### src/rtl/lv_owt_tx_arb_pkg.sv
// Shared constants and types for the LV-to-HV one-wire transmit arbiter.
package lv_owt_tx_arb_pkg;

    localparam int unsigned OWT_CMD_W    = 8;
    localparam int unsigned OWT_DATA_W   = 16;
    localparam int unsigned OWT_ARB_ST_W = 2;

    localparam logic [OWT_CMD_W-1:0] OWT_WDG_CMD  = 8'hA5;
    localparam logic [OWT_CMD_W-1:0] OWT_POLL_CMD = 8'h5A;

    typedef enum logic [OWT_ARB_ST_W-1:0] {
        OWT_IDLE_ST = 2'd0,
        OWT_SEND_ST = 2'd1,
        OWT_WAIT_ST = 2'd2
    } owt_arb_st_e;

    typedef enum logic [1:0] {
        OWT_OWN_WDG  = 2'd0,
        OWT_OWN_SPI  = 2'd1,
        OWT_OWN_POLL = 2'd2
    } owt_own_e;

endpackage

### src/rtl/lv_owt_tx_arb_poll_tmr.sv
// Periodic HV status-poll timer: raises poll_pend once per period and holds it
// until the arbiter grants the poll frame.
module lv_owt_poll_tmr #(
    parameter int unsigned POLL_PRD_CYC = 4096
) (
    input  logic i_clk,
    input  logic i_rst_n,
    input  logic i_owt_com_en,
    input  logic i_poll_en,
    input  logic i_grant_clr,
    output logic o_poll_pend
);

    localparam int unsigned CNT_W = (POLL_PRD_CYC > 1) ? $clog2(POLL_PRD_CYC) : 1;
    localparam logic [CNT_W-1:0] CNT_TERM = CNT_W'(POLL_PRD_CYC - 1);

    logic [CNT_W-1:0] poll_cnt_q, poll_cnt_d;
    logic             poll_pend_q, poll_pend_d;

    // Next-state for the period counter and the pending flag.
    always_comb begin
        poll_cnt_d  = poll_cnt_q;
        poll_pend_d = poll_pend_q;
        if (!i_owt_com_en) begin
            poll_cnt_d  = '0;
            poll_pend_d = 1'b0;
        end else begin
            if (i_grant_clr) begin
                poll_pend_d = 1'b0;
            end
            if (!i_poll_en) begin
                poll_cnt_d = '0;
            end else if (poll_cnt_q == CNT_TERM) begin
                // A tick coinciding with a grant starts a new period, so set wins.
                poll_cnt_d  = '0;
                poll_pend_d = 1'b1;
            end else begin
                poll_cnt_d = poll_cnt_q + 1'b1;
            end
        end
    end

    // Timer registers.
    always_ff @(posedge i_clk or negedge i_rst_n) begin
        if (!i_rst_n) begin
            poll_cnt_q  <= '0;
            poll_pend_q <= 1'b0;
        end else begin
            poll_cnt_q  <= poll_cnt_d;
            poll_pend_q <= poll_pend_d;
        end
    end

    assign o_poll_pend = poll_pend_q;

endmodule

### src/rtl/lv_owt_tx_arb.sv
// Arbitrates the LV-to-HV one-wire transmit channel between the watchdog
// frame, SPI-forwarded accesses and the periodic status poll; one transaction
// at a time with timeout/CRC retry and ack/err reporting to the owner.
module lv_owt_tx_arb
    import lv_owt_tx_arb_pkg::*;
#(
    parameter int unsigned ACK_TMO_CYC  = 1024,
    parameter int unsigned RETRY_MAX    = 3,
    parameter int unsigned POLL_PRD_CYC = 4096
) (
    input  logic                    i_clk,
    input  logic                    i_rst_n,
    input  logic                    i_owt_com_en,
    input  logic                    i_poll_en,
    input  logic                    i_fsm_wdg_req,
    output logic                    o_fsm_wdg_ack,
    output logic                    o_fsm_wdg_err,
    input  logic                    i_spi_req,
    input  logic [OWT_CMD_W-1:0]    i_spi_cmd,
    input  logic [OWT_DATA_W-1:0]   i_spi_wdata,
    output logic                    o_spi_ack,
    output logic                    o_spi_err,
    output logic [OWT_DATA_W-1:0]   o_spi_rdata,
    output logic                    o_poll_upd,
    output logic [OWT_DATA_W-1:0]   o_poll_rdata,
    output logic                    o_owt_tx_vld,
    output logic [OWT_CMD_W-1:0]    o_owt_tx_cmd,
    output logic [OWT_DATA_W-1:0]   o_owt_tx_data,
    input  logic                    i_owt_tx_rdy,
    input  logic                    i_owt_rx_vld,
    input  logic [OWT_DATA_W-1:0]   i_owt_rx_data,
    input  logic                    i_owt_rx_crc_err,
    output logic                    o_owt_com_err,
    output logic [OWT_ARB_ST_W-1:0] o_arb_cur_st
);

    localparam int unsigned TMO_W = (ACK_TMO_CYC > 1) ? $clog2(ACK_TMO_CYC) : 1;
    localparam logic [TMO_W-1:0] TMO_TERM = TMO_W'(ACK_TMO_CYC - 1);
    localparam int unsigned RTY_W = (RETRY_MAX > 0) ? $clog2(RETRY_MAX + 1) : 1;
    localparam logic [RTY_W-1:0] RTY_LIM = RTY_W'(RETRY_MAX);

    owt_arb_st_e             state_q, state_d;
    owt_own_e                owner_q, owner_d;
    logic [TMO_W-1:0]        tmo_cnt_q, tmo_cnt_d;
    logic [RTY_W-1:0]        retry_cnt_q, retry_cnt_d;
    logic                    tx_vld_q, tx_vld_d;
    logic [OWT_CMD_W-1:0]    tx_cmd_q, tx_cmd_d;
    logic [OWT_DATA_W-1:0]   tx_data_q, tx_data_d;
    logic                    wdg_ack_q, wdg_ack_d;
    logic                    wdg_err_q, wdg_err_d;
    logic                    spi_ack_q, spi_ack_d;
    logic                    spi_err_q, spi_err_d;
    logic [OWT_DATA_W-1:0]   spi_rdata_q, spi_rdata_d;
    logic                    poll_upd_q, poll_upd_d;
    logic [OWT_DATA_W-1:0]   poll_rdata_q, poll_rdata_d;
    logic                    com_err_q, com_err_d;

    logic poll_pend;
    logic poll_grant;
    logic wdg_elig;
    logic spi_elig;
    logic rsp_ok;
    logic rsp_fail;
    logic grant;

    lv_owt_poll_tmr #(
        .POLL_PRD_CYC (POLL_PRD_CYC)
    ) u_poll_tmr (
        .i_clk        (i_clk),
        .i_rst_n      (i_rst_n),
        .i_owt_com_en (i_owt_com_en),
        .i_poll_en    (i_poll_en),
        .i_grant_clr  (poll_grant),
        .o_poll_pend  (poll_pend)
    );

    // A requester whose pulse is high this cycle is still holding req; mask it.
    assign wdg_elig = i_fsm_wdg_req & ~wdg_ack_q & ~wdg_err_q;
    assign spi_elig = i_spi_req & ~spi_ack_q & ~spi_err_q;
    assign rsp_ok   = i_owt_rx_vld & ~i_owt_rx_crc_err;
    assign rsp_fail = (i_owt_rx_vld & i_owt_rx_crc_err) | (tmo_cnt_q == TMO_TERM);

    // Arbitration, send/wait sequencing, retry and owner reporting.
    always_comb begin
        state_d      = state_q;
        owner_d      = owner_q;
        tmo_cnt_d    = tmo_cnt_q;
        retry_cnt_d  = retry_cnt_q;
        tx_vld_d     = tx_vld_q;
        tx_cmd_d     = tx_cmd_q;
        tx_data_d    = tx_data_q;
        spi_rdata_d  = spi_rdata_q;
        poll_rdata_d = poll_rdata_q;
        wdg_ack_d    = 1'b0;
        wdg_err_d    = 1'b0;
        spi_ack_d    = 1'b0;
        spi_err_d    = 1'b0;
        poll_upd_d   = 1'b0;
        com_err_d    = 1'b0;
        poll_grant   = 1'b0;
        grant        = 1'b0;

        if (!i_owt_com_en) begin
            state_d     = OWT_IDLE_ST;
            tx_vld_d    = 1'b0;
            tmo_cnt_d   = '0;
            retry_cnt_d = '0;
        end else begin
            case (state_q)
                OWT_IDLE_ST: begin
                    if (wdg_elig) begin
                        grant     = 1'b1;
                        owner_d   = OWT_OWN_WDG;
                        tx_cmd_d  = OWT_WDG_CMD;
                        tx_data_d = '0;
                    end else if (spi_elig) begin
                        grant     = 1'b1;
                        owner_d   = OWT_OWN_SPI;
                        tx_cmd_d  = i_spi_cmd;
                        tx_data_d = i_spi_wdata;
                    end else if (poll_pend) begin
                        grant      = 1'b1;
                        poll_grant = 1'b1;
                        owner_d    = OWT_OWN_POLL;
                        tx_cmd_d   = OWT_POLL_CMD;
                        tx_data_d  = '0;
                    end
                    if (grant) begin
                        retry_cnt_d = '0;
                        tx_vld_d    = 1'b1;
                        state_d     = OWT_SEND_ST;
                    end
                end
                OWT_SEND_ST: begin
                    if (tx_vld_q && i_owt_tx_rdy) begin
                        tmo_cnt_d = '0;
                        tx_vld_d  = 1'b0;
                        state_d   = OWT_WAIT_ST;
                    end
                end
                OWT_WAIT_ST: begin
                    // A response in the timeout cycle takes precedence over the timeout.
                    if (rsp_ok) begin
                        state_d = OWT_IDLE_ST;
                        case (owner_q)
                            OWT_OWN_WDG: wdg_ack_d = 1'b1;
                            OWT_OWN_SPI: begin
                                spi_ack_d   = 1'b1;
                                spi_rdata_d = i_owt_rx_data;
                            end
                            default: begin
                                poll_upd_d   = 1'b1;
                                poll_rdata_d = i_owt_rx_data;
                            end
                        endcase
                    end else if (rsp_fail) begin
                        if (retry_cnt_q < RTY_LIM) begin
                            retry_cnt_d = retry_cnt_q + 1'b1;
                            tx_vld_d    = 1'b1;
                            state_d     = OWT_SEND_ST;
                        end else begin
                            state_d   = OWT_IDLE_ST;
                            com_err_d = 1'b1;
                            case (owner_q)
                                OWT_OWN_WDG: wdg_err_d = 1'b1;
                                OWT_OWN_SPI: spi_err_d = 1'b1;
                                default:     ;
                            endcase
                        end
                    end else begin
                        tmo_cnt_d = tmo_cnt_q + 1'b1;
                    end
                end
                default: begin
                    state_d  = OWT_IDLE_ST;
                    tx_vld_d = 1'b0;
                end
            endcase
        end
    end

    // State and registered outputs.
    always_ff @(posedge i_clk or negedge i_rst_n) begin
        if (!i_rst_n) begin
            state_q      <= OWT_IDLE_ST;
            owner_q      <= OWT_OWN_WDG;
            tmo_cnt_q    <= '0;
            retry_cnt_q  <= '0;
            tx_vld_q     <= 1'b0;
            tx_cmd_q     <= '0;
            tx_data_q    <= '0;
            wdg_ack_q    <= 1'b0;
            wdg_err_q    <= 1'b0;
            spi_ack_q    <= 1'b0;
            spi_err_q    <= 1'b0;
            spi_rdata_q  <= '0;
            poll_upd_q   <= 1'b0;
            poll_rdata_q <= '0;
            com_err_q    <= 1'b0;
        end else begin
            state_q      <= state_d;
            owner_q      <= owner_d;
            tmo_cnt_q    <= tmo_cnt_d;
            retry_cnt_q  <= retry_cnt_d;
            tx_vld_q     <= tx_vld_d;
            tx_cmd_q     <= tx_cmd_d;
            tx_data_q    <= tx_data_d;
            wdg_ack_q    <= wdg_ack_d;
            wdg_err_q    <= wdg_err_d;
            spi_ack_q    <= spi_ack_d;
            spi_err_q    <= spi_err_d;
            spi_rdata_q  <= spi_rdata_d;
            poll_upd_q   <= poll_upd_d;
            poll_rdata_q <= poll_rdata_d;
            com_err_q    <= com_err_d;
        end
    end

    assign o_fsm_wdg_ack = wdg_ack_q;
    assign o_fsm_wdg_err = wdg_err_q;
    assign o_spi_ack     = spi_ack_q;
    assign o_spi_err     = spi_err_q;
    assign o_spi_rdata   = spi_rdata_q;
    assign o_poll_upd    = poll_upd_q;
    assign o_poll_rdata  = poll_rdata_q;
    assign o_owt_tx_vld  = tx_vld_q;
    assign o_owt_tx_cmd  = tx_cmd_q;
    assign o_owt_tx_data = tx_data_q;
    assign o_owt_com_err = com_err_q;
    assign o_arb_cur_st  = state_q;

endmodule

### config.mk
export PLATFORM = sky130hd
export DESIGN_NAME = lv_owt_tx_arb
export DESIGN_NICKNAME = d
export VERILOG_FILES = /design/src/rtl/lv_owt_tx_arb_pkg.sv /design/src/rtl/lv_owt_tx_arb_poll_tmr.sv /design/src/rtl/lv_owt_tx_arb.sv
export SDC_FILE = /design/constraint.sdc
export NUM_CORES = 1
export LEC_CHECK = 0
export ABC_CLOCK_PERIOD_IN_PS = 3400
export BUFFER_PORTS_ARGS = -buffer_cell sky130_fd_sc_hd__buf_2
export CORE_MARGIN = 4
export CORE_UTILIZATION = 40
export CTS_BUF_LIST = sky130_fd_sc_hd__clkbuf_4 sky130_fd_sc_hd__clkbuf_8 sky130_fd_sc_hd__clkbuf_16
export DETAILED_ROUTE_END_ITERATION = 8
export MAX_ROUTING_LAYER = met4
export REMOVE_ABC_BUFFERS = 1
export SETUP_SLACK_MARGIN = 0.5
export SLEW_MARGIN = 15
export SYNTH_ARGS = -nofsm -noshare
export SYNTH_HDL_FRONTEND = slang
export SYNTH_SLANG_ARGS = --single-unit
### constraint.sdc
create_clock -name i_clk -period 3.4 [get_ports i_clk]
set_input_delay 0.34 -clock i_clk [delete_from_list [all_inputs] [get_ports i_clk]]
set_output_delay 0.34 -clock i_clk [all_outputs]
set_load 0.05 [all_outputs]
==> flow_summary.ini, run 1 <==
[worst_setup_path]
cp-start-kind = flip-flop
path_class = reg2reg
r2r_end = o_poll_rdata[7]
r2r_start = o_arb_cur_st[0]
arrival_ps = 2460
rrSetupSlack_ps = 1180
cp.required_ps = 3640
cp_max_fo = 17
reg2reg_depth = 5
end_kind = flip-flop

[timing]
rsz0062_at_grt = no
setup_viol = 0
setup_tns_ps = 0
worst_pin_slew_ps = 778.2
period_share_pct = 65.28
max_slew_margin_pct = 48.01
finalHoldViolCount = 0
fmax_ghz = 0.4505
hold-worst-slack_ps = 179.7
fin_crit_ps = 2220
fin_skew_ps = 14.21
drv_slew = 0

[floorplan]
die_w_um = 107.5
pin_count = 114
core_um2 = 9684
die_y_um = 107.5
initial_core_util_pct = 40.85
die-area_um2 = 11550
std_cell_rows = 36

[place]
place_hpwl_mm = 6.439
place.gp.congestion = 0.7921
io_buffers = 113

[synthesis]
yosys_warnings = 0
synth_area_um2 = 3956
synth-seq-area-share_pct = 58.19
synthCells = 357
yosys.area.top_type = dfrtp_1
synth-edff-count = 0
avgSynthCellArea_um2 = 11.08
synth_area_leaders = dfrtp_1, nand2_1, a22o_1
synth_top_area_share_pct = 58.19
async_reset_ff_share_pct = 100.0
ys_seq_elements = 92
ys_types = 53
ys.flop_type = dfrtp_1

[min_path]
hold_depth = 3
min_path_type = in2reg
hold_end = o_poll_rdata[10]
min_from = i_owt_rx_data[10]

[clocking]
clkLatencyLatePin_ps = 360
postCtsSetupBuffers = 0
clk_path_buf_depth = 2
clk_pin_slew_worst_paths_ps = 110
cts_tree = done
cts_made_buffers = 9
htree_num_levels = 3
cts_sinks = 92
cts-root-buf = clkbuf_8
cts_hold_buf = 1
cts_resized = 0

[power]
leakagePower_nw = 2.557
ir_drop_mv = 0.2381
p_per_area_nw_per_um2 = 546.8

[routing]
wl_met2_mm = 4.161
wirelength_mm = 9.036
vias_per_cell = 4.967
drtIter0Drc = 140
drc = 0
vias = 3025
drtAntennaViolNets = 0
wl_met3_um = 350
wl_per_cell_um = 14.84
drt_pass1_iterations = 4
met1_length_mm = 4.356
top_layer = met4

[final_layout]
fin_nets = 523
area_growth_pct = 22.96
diodes = 0
drive_above_1_share_pct = 33.61

[grt]
grt_pass1_vias = 2892
antenna_found_initial = 0
grt_first_pass_wirelength_mm = 14.57
grt-ovfl-total = 0
grt_max_degree = 37
track_usage_pct = 16.28

[flow_run]
maxCapViolCount = 0

[outcome]
outcome = finished clean
## cells by family (layout without fill, tap and decap cells)
| family | count (synthesis) | count (layout) | synth area share [%] |
|---|---|---|---|
| xor+xnor | 10 | 10 | 2.214 |
| flops | 92 | 92 | 58.19 |
| mux | 17 | 17 | 5.661 |
| simple gates | 146 | 146 | 18.47 |
| compound gates | 69 | 69 | 11.73 |
| buf+inv | 20 | 139 | 2.783 |
| fa+ha+maj | 3 | 3 | 0.9489 |
## per-stage QoR
stage	cells	power (mW)	setup slack [ps]	utilization (%)	instance area, um^2
finish	609	2.660	1180	50.23	4865
global route	609	2.776	962.8	50.23	4865
CTS	609	2.689	1165	50.23	4865
detailed placement	592	1.884	1197	47.86	4634
global placement	592	1.876	1229	47.86	4634
floorplan	343	1.692	1056	-	3869
## worst max-delay path, stage by stage (launching register included)
cell and delay (ps):
dfrtp_1 580, and3b_1 360, nand3_2 360, clkinv_1 520, nand2_1 200, nand2_1 70
## cells in the mapped netlist, types with 3 or more instances
| master | count |
|---|---|
| o21ai_0 | 25 |
| clkbuf_1 | 5 |
| ha_1 | 3 |
| and2_1 | 3 |
| xor2_1 | 7 |
| dfrtp_1 | 92 |
| mux2_2 | 7 |
| nand4_1 | 4 |
| inv_1 | 5 |
| o31ai_1 | 9 |
| nand2_1 | 71 |
| buf_2 | 3 |
| nor2_1 | 22 |
| buf_6 | 3 |
| nor3_1 | 5 |
| mux2_4 | 9 |
| nand3_1 | 13 |
| and3_1 | 3 |
| nand2b_1 | 4 |
| a21oi_1 | 9 |
| a22o_1 | 16 |
| xnor2_1 | 3 |
## sequential cells by signal, indices dropped and copies added (netlist names)
name                    count
u_poll_tmr.o_poll_pend      1
o_poll_upd                  1
o_spi_rdata                16
o_fsm_wdg_ack               1
retry_cnt_q                 2
o_poll_rdata               16
o_owt_tx_vld                1
o_spi_err                   1
o_owt_tx_data              16
o_fsm_wdg_err               1
o_owt_tx_cmd                8
owner_q                     2
u_poll_tmr.poll_cnt_q      12
o_arb_cur_st                2
tmo_cnt_q                  10
o_owt_com_err               1
o_spi_ack                   1
## placed cells by master (no fill, tap or decap), types with 7 or more instances in the layout
| master | Yosys | routed |
|---|---|---|
| nor2_1 | 22 | 22 |
| mux2_4 | 9 | 9 |
| buf_2 | 3 | 112 |
| a21oi_1 | 9 | 9 |
| nand2_1 | 71 | 71 |
| dfrtp_1 | 92 | 92 |
| o21ai_0 | 25 | 25 |
| nand3_1 | 13 | 13 |
| mux2_2 | 7 | 7 |
| a22o_1 | 16 | 16 |
| xor2_1 | 7 | 7 |
| o31ai_1 | 9 | 9 |
| clkbuf_8 | 0 | 10 |
## final cells by class
type	instances	area, um^2
repair buffers	117	600.6
clock inverters	6	82.58
well taps	133	166.4
inverters	6	22.52
flip-flops and latches	92	2302
multi-input cells	245	1553
fillers	930	4820
clock buffers	10	137.6
## how the worst max path moves through the flow
stage / start / endpoint / slack [ps] / cells after the start
2_1_floorplan: o_spi_ack / o_owt_tx_cmd[0] / 1060 / 3
4_1_cts: o_arb_cur_st[0] / o_poll_rdata[7] / 1160 / 5
3_5_place_dp: o_arb_cur_st[0] / o_poll_rdata[4] / 1200 / 5
5_1_grt: o_arb_cur_st[0] / o_poll_rdata[4] / 960 / 5
3_3_place_gp: o_arb_cur_st[0] / o_poll_rdata[1] / 1230 / 5
6_report: o_arb_cur_st[0] / o_poll_rdata[7] / 1180 / 5
## power breakdown
| group | total [mW] | switching, mW | internal, mW |
|---|---|---|---|
| sequential | 1.24 | 0.0581 | 1.18 |
| combinational | 0.615 | 0.455 | 0.159 |
| clock | 0.804 | 0.429 | 0.376 |
| total | 2.66 | 0.942 | 1.72 |
## layer usage
metal  vias up  GRT usage [%]
met5         -              -
met4         0          5.050
met3        16          2.220
met2        74          24.66
met1      1463          22.95
li1       1472              -
Note: power is estimated with default switching activity, not from simulation.
==> inputs of run 2 (changes only) <==
ABC_AREA = 1   (was unset)
ABC_CLOCK_PERIOD_IN_PS = 2000   (was 3400)
PLACE_DENSITY = 0.66   (was unset)
clock period = 2 ns   (was 3.4 ns; I/O delays follow)
==> run 2 against run 1 <==
Clock power increased by 78%. First-iteration DRC count increased by 28%. Via count increased by 17%. Area after synthesis increased by 1.8%. Fmax increased by 49%. Die area increased by 1.7%.
==> flow_summary.ini, run 2 <==
[outcome]
outcome = finished clean

[synthesis]
ys_types = 26
synth-edff-count = 0
synth-seq-area-share_pct = 57.14
synth_area_leaders = dfrtp_1, nand2_1, o21ai_0
ys_seq_elements = 92
synthCells = 469
avgSynthCellArea_um2 = 8.590
async_reset_ff_share_pct = 100.0
yosys.area.top_type = dfrtp_1
synth_top_area_share_pct = 57.14
yosys_warnings = 0
synth.most_common_cell = nand2_1
synth_area_um2 = 4029
synth_common_cells = nand2_1, dfrtp_1, inv_1
ys.flop_type = dfrtp_1

[routing]
wirelength_mm = 9.932
drtAntennaViolNets = 0
drc = 0
vias = 3538
drtIter0Drc = 179
vias_per_cell = 4.711
wl_per_cell_um = 13.23
drt_pass1_iterations = 4

[worst_setup_path]
reg2reg_depth = 9
cp-start-kind = flip-flop
cp_num_buf_inv = 3
arrival_ps = 1750
crit_end = o_spi_rdata[3]
cp_cell_sequence = inv_2, nand2_4, nor2_4, nand2_4, nor2_4, clkinvlp_4, buf_6, nand2_2, o21ai_2
rrSetupSlack_ps = 510
crit_start = o_arb_cur_st[0]
max_stage_delay_ps = 400
path_class = reg2reg
path_depth = 9
r2r_start = o_arb_cur_st[0]
cp_max_fo = 8
end_kind = flip-flop
crit_family = simple AND/OR/NAND/NOR gates
cp.required_ps = 2250
r2r_end = o_spi_rdata[3]
cp_slowest_cell = dfrtp_1

[power]
leakagePower_nw = 2.951
ir_drop_mv = 0.5273
p_per_area_nw_per_um2 = 1203
finalPower_mw = 6.498

[clocking]
cts_made_buffers = 9
htree_num_levels = 3
cts_sinks = 92
clk_pin_slew_worst_paths_ps = 80
clkLatencyLatePin_ps = 360
cts_tree = done
clk_path_buf_depth = 2
cts-root-buf = clkbuf_8

[floorplan]
std_cell_rows = 36
initial_core_util_pct = 41.22
die-area_um2 = 11740
die_w_um = 108.4
pin_count = 114
die_y_um = 108.4
core_um2 = 9774

[timing]
finalHoldViolCount = 0
fin_ws_ps = 507.2
period_share_pct = 74.64
fin_skew_ps = 7.204
fmax_ghz = 0.6699
max_slew_margin_pct = 65.58
rsz0062_at_grt = yes
fin_crit_ps = 1493
setup_tns_ps = 0
drv_slew = 0
setup_viol = 0
worst_pin_slew_ps = 516.3
hold-worst-slack_ps = 73.96

[grt]
antenna_found_initial = 0
grt_max_degree = 54
grt_pass1_vias = 3397
grt-ovfl-total = 0
grt_first_pass_wirelength_mm = 15.92
track_usage_pct = 17.69

[final_layout]
drive_above_1_share_pct = 33.66
area_growth_pct = 34.10
diodes = 0
final_cell_mix = nand2_1, buf_2, dfrtp_1
fin_nets = 666
layout_commonest_cell = nand2_1
stdcell_count = 751

[place]
place_ws_ps = 220.4
place_hpwl_mm = 6.715
io_buffers = 113
place.gp.congestion = 0.8335
dp.cells = 708

[flow_run]
maxCapViolCount = 0

[min_path]
min_path_type = in2reg
[run 2: cell types whose count changed in the layout (fill, tap and decap cells not counted), moves of 7 or more]
cell | previous run | this run
inv_1 | 5 | 63
nand2_1 | 71 | 113
nor2_4 | 1 | 8
mux2_4 | 9 | 0
buf_4 | 4 | 22
mux2_2 | 7 | 0
a22o_1 | 16 | 0
o21ai_0 | 25 | 39
nand2_2 | 0 | 10
o31ai_1 | 9 | 0
o21ai_1 | 0 | 30
[run 2: power by group]
group          switching, mW  internal (mW)
Combinational           1.98          0.641
Clock                  0.628          0.802
Sequential             0.213           2.23
Total                   2.83           3.67
[run 2: how the worst min path moves through the flow]
stage	endpoint	slack [ps]	start	depth (start not counted)
after global placement	o_poll_rdata[13]	210	i_rst_n	1
after detailed placement	o_poll_rdata[3]	210	i_rst_n	1
after global routing	o_owt_tx_data[9]	60	i_spi_wdata[9]	3
after floorplan	o_arb_cur_st[0]	-100	i_rst_n	0
after CTS	o_owt_tx_data[9]	60	i_spi_wdata[9]	3
final	o_owt_tx_data[13]	70	i_spi_wdata[13]	3
[run 2: layout make-up]
cell class	instances	area, um^2
fill	903	4372
sequential	92	2303
multi-input combinational	295	1548
timing repair buffer	142	854.6
inverter	71	274.0
tap	133	166.4
clock buffer	12	165.2
clock inverter	3	68.82
timing repair inverter	3	22.52
[run 2: worst min-delay path: cells and delay by family]
kind	cells	cell delay, ps
compound gates	1	60
buf+inv	2	130
[run 2: routing by layer]
metal | GRT usage, % | share of wire [%] | up-vias
met3 | 4.537 | 6.7 | 21
met1 | 21.89 | 45 | 1662
met5 | - | 0 | -
met4 | 7.665 | 1.8 | 0
met2 | 27.58 | 47 | 95
li1 | - | - | 1760
[run 2: metrics by stage]
| stage | area (um^2) | utilization, % |
|---|---|---|
| floorplan | 3960 | - |
| global placement | 4745 | 48.54 |
| detailed placement | 4745 | 48.54 |
| CTS | 5220 | 53.41 |
| global route | 5403 | 55.27 |
| finish | 5403 | 55.27 |
[run 2: what timing repair did]
action / in CTS / in global routing
buffers inserted: 17 / 5
hold endpoints to repair: 39 / 0
hold buffers: 1 / 0
gates cloned: 4 / 1
gates resized for setup: 35 / 51
endpoints found under the setup margin: 77 / 80
pin swaps: 15 / 29
[run 2: cells by family (layout without fill, tap and decap cells)]
logic type      after synthesis  in the layout  share of synthesized area, %
compound gates               86             86                         10.99
xor+xnor                      6              6                         1.304
fa+ha+maj                     3              3                        0.9318
buf+inv                      83            231                         8.323
flops                        92             92                         57.14
simple gates                199            200                         21.30
==> inputs of run 3 (changes only) <==
ABC_CLOCK_PERIOD_IN_PS = 1300   (was 2000)
clock period = 1.3 ns   (was 2 ns; I/O delays follow)
==> run 3 against run 2 <==
The flow now finishes with violations (negative hold slack, negative setup slack). Clock-buffer cell count unchanged. Critical path type unchanged. Die area did not move. Sequential share of layout area is 13 points lower. Utilization up 24 points. Largest cell class is now buffers. Total power rose by 100%. Fmax is 7.2% lower. Worst setup slack got worse by 820 ps. Via count is 33% higher. Largest power group unchanged. Design area is 43% higher. Clock skew increased by 6.5 ps.
==> flow_summary.ini, run 3 (synthesis gave the netlist of run 2 again) <==
[outcome]
outcome = complete, but fails checks
violations = negative hold slack, negative setup slack

[final_layout]
final_core_util_pct = 79.30
stdcell_count = 889
area_growth_pct = 92.39
drive_above_1_share_pct = 57.88
final_cell_mix = buf_4, dfrtp_1, buf_6
nFillCells = 510
fin_nets = 802
layout_commonest_cell = buf_4

[floorplan]
die-area_um2 = 11740
pin_count = 114
initial_core_util_pct = 41.22
core_um2 = 9774
die_w_um = 108.4
die_y_um = 108.4
std_cell_rows = 36

[clocking]
htree_num_levels = 3
cts-root-buf = clkbuf_8
cts_tree = done
clkLatencyLatePin_ps = 380
clk_path_buf_depth = 2
cts_hold_buf = 17
cts_made_buffers = 9
clk_pin_slew_worst_paths_ps = 100
cts_sinks = 92

[power]
finalPower_mw = 13.28
ir_drop_mv = 1.373
switching_share_pct = 43.62
combPwrFrac_pct = 54.1
clkPwrFrac_pct = 16.3
leakagePower_nw = 4.037
switchingPower_mw = 5.791
p_seq_share_pct = 29.7
internal_power_mw = 7.485
p_per_area_nw_per_um2 = 1713

[timing]
fin_skew_ps = 13.75
fin_crit_ps = 1610
setup_viol = 88
worst_pin_slew_ps = 379.3
setup_tns_ps = -16520
period_share_pct = 123.8
fin_ws_ps = -309.5
drv_slew = 0
max_slew_margin_pct = 74.71
fmax_ghz = 0.6213
hold-worst-slack_ps = -400.8
finalHoldViolCount = 86
rsz0062_at_grt = yes

[worst_setup_path]
cp-start-kind = flip-flop
path_class = reg2reg
cp_max_fo = 8
cp.required_ps = 1550
arrival_ps = 1860
end_kind = flip-flop

[place]
place.gp.congestion = 0.8613
place_hpwl_mm = 7.273
dp.cells = 756
io_buffers = 113

[routing]
drtAntennaViolNets = 0
wirelength_mm = 17.58
drtIter0Drc = 303
drc = 0
vias = 4700
drt_pass1_iterations = 5
wl_per_cell_um = 19.77
vias_per_cell = 5.287

[min_path]
min_path_type = in2async

[grt]
grt_max_degree = 34
track_usage_pct = 25.65
grt_first_pass_wirelength_mm = 22.83
antenna_found_initial = 1
grt_pass1_vias = 4595
grt-ovfl-total = 0

[flow_run]
maxCapViolCount = 0
[run 3: cell types whose count changed in the layout (fill, tap and decap cells not counted), sizes merged]
cell         delta
inv             +3
clkbuf          -1
buf           +124
dlygate4sd3    +16
diode           +1
bufinv          -1
clkinvlp        -4
[run 3: power by group through the flow]
stage / sequential (mW) / combinational [mW] / clock (mW)
floorplan: 5.67 / 0.808 / 0
global placement: 3.76 / 3.92 / 0
CTS: 3.85 / 6.19 / 2.15
global route: 3.99 / 7.48 / 2.31
finish: 3.94 / 7.18 / 2.16
detailed placement: 3.79 / 3.98 / 0
[run 3: timing repair]
| action | CTS | global route |
|---|---|---|
| pin swaps | 27 | 26 |
| resized for setup | 357 | 85 |
| hold endpoints to repair | 71 | 86 |
| gates cloned | 12 | 0 |
| setup buffers | 57 | 30 |
| setup endpoints to repair | 157 | 163 |
[run 3: layout make-up]
cell class | count | area (um^2) | area share [%]
Antenna cell | 1 | 2.502 | 0.03228
Clock buffer | 12 | 165.2 | 2.131
Clock inverter | 4 | 55.05 | 0.7103
Inverter | 71 | 291.5 | 3.761
Multi-Input combinational cell | 295 | 2092 | 26.99
Sequential cell | 92 | 2303 | 29.72
Tap cell | 133 | 166.4 | 2.147
Timing Repair Buffer | 281 | 2675 | 34.51
[run 3: routing by layer]
metal	routed length [um]	GRT usage (%)
met5	0	-
met4	933	9.288
met3	1244	5.612
met2	9096	45.12
met1	6304	28.68
[run 3: worst paths after layout]
path	from	to	slack, ps	depth (start not counted)
worst max-delay path	o_spi_err	o_owt_tx_cmd[1]	-310	10
worst min-delay path	i_rst_n	o_poll_rdata[11]	-400	1
worst max register to register	o_spi_err	o_owt_tx_cmd[1]	-310	10
worst min register to register	o_owt_tx_cmd[2]	o_owt_tx_cmd[2]	520	2
max in group asynchronous	i_rst_n	o_owt_tx_data[7]	590	3
min in group i_clk	i_spi_wdata[2]	o_owt_tx_data[2]	0	3
[run 3: metrics by stage]
step           area (um^2)  setup slack, ps  hold WS (ps)
2_1_floorplan         3960           -536.2        -165.6
6_report              7751           -309.5        -400.8
5_1_grt               7751           -333.7        -401.8
3_5_place_dp          5142           -336.2         64.40
4_1_cts               7194           -201.3        -340.1
3_3_place_gp          5142           -204.2         66.96
[run 3: critical path, cell delays in order (launching register included)]
cell and delay, ps:
dfrtp_1 440, inv_1 70, nand3b_1 180, nand2_2 150
nand2_4 70, nand2_4 90, inv_6 50, buf_12 130
buf_16 150, nand2_2 60, o21ai_1 80
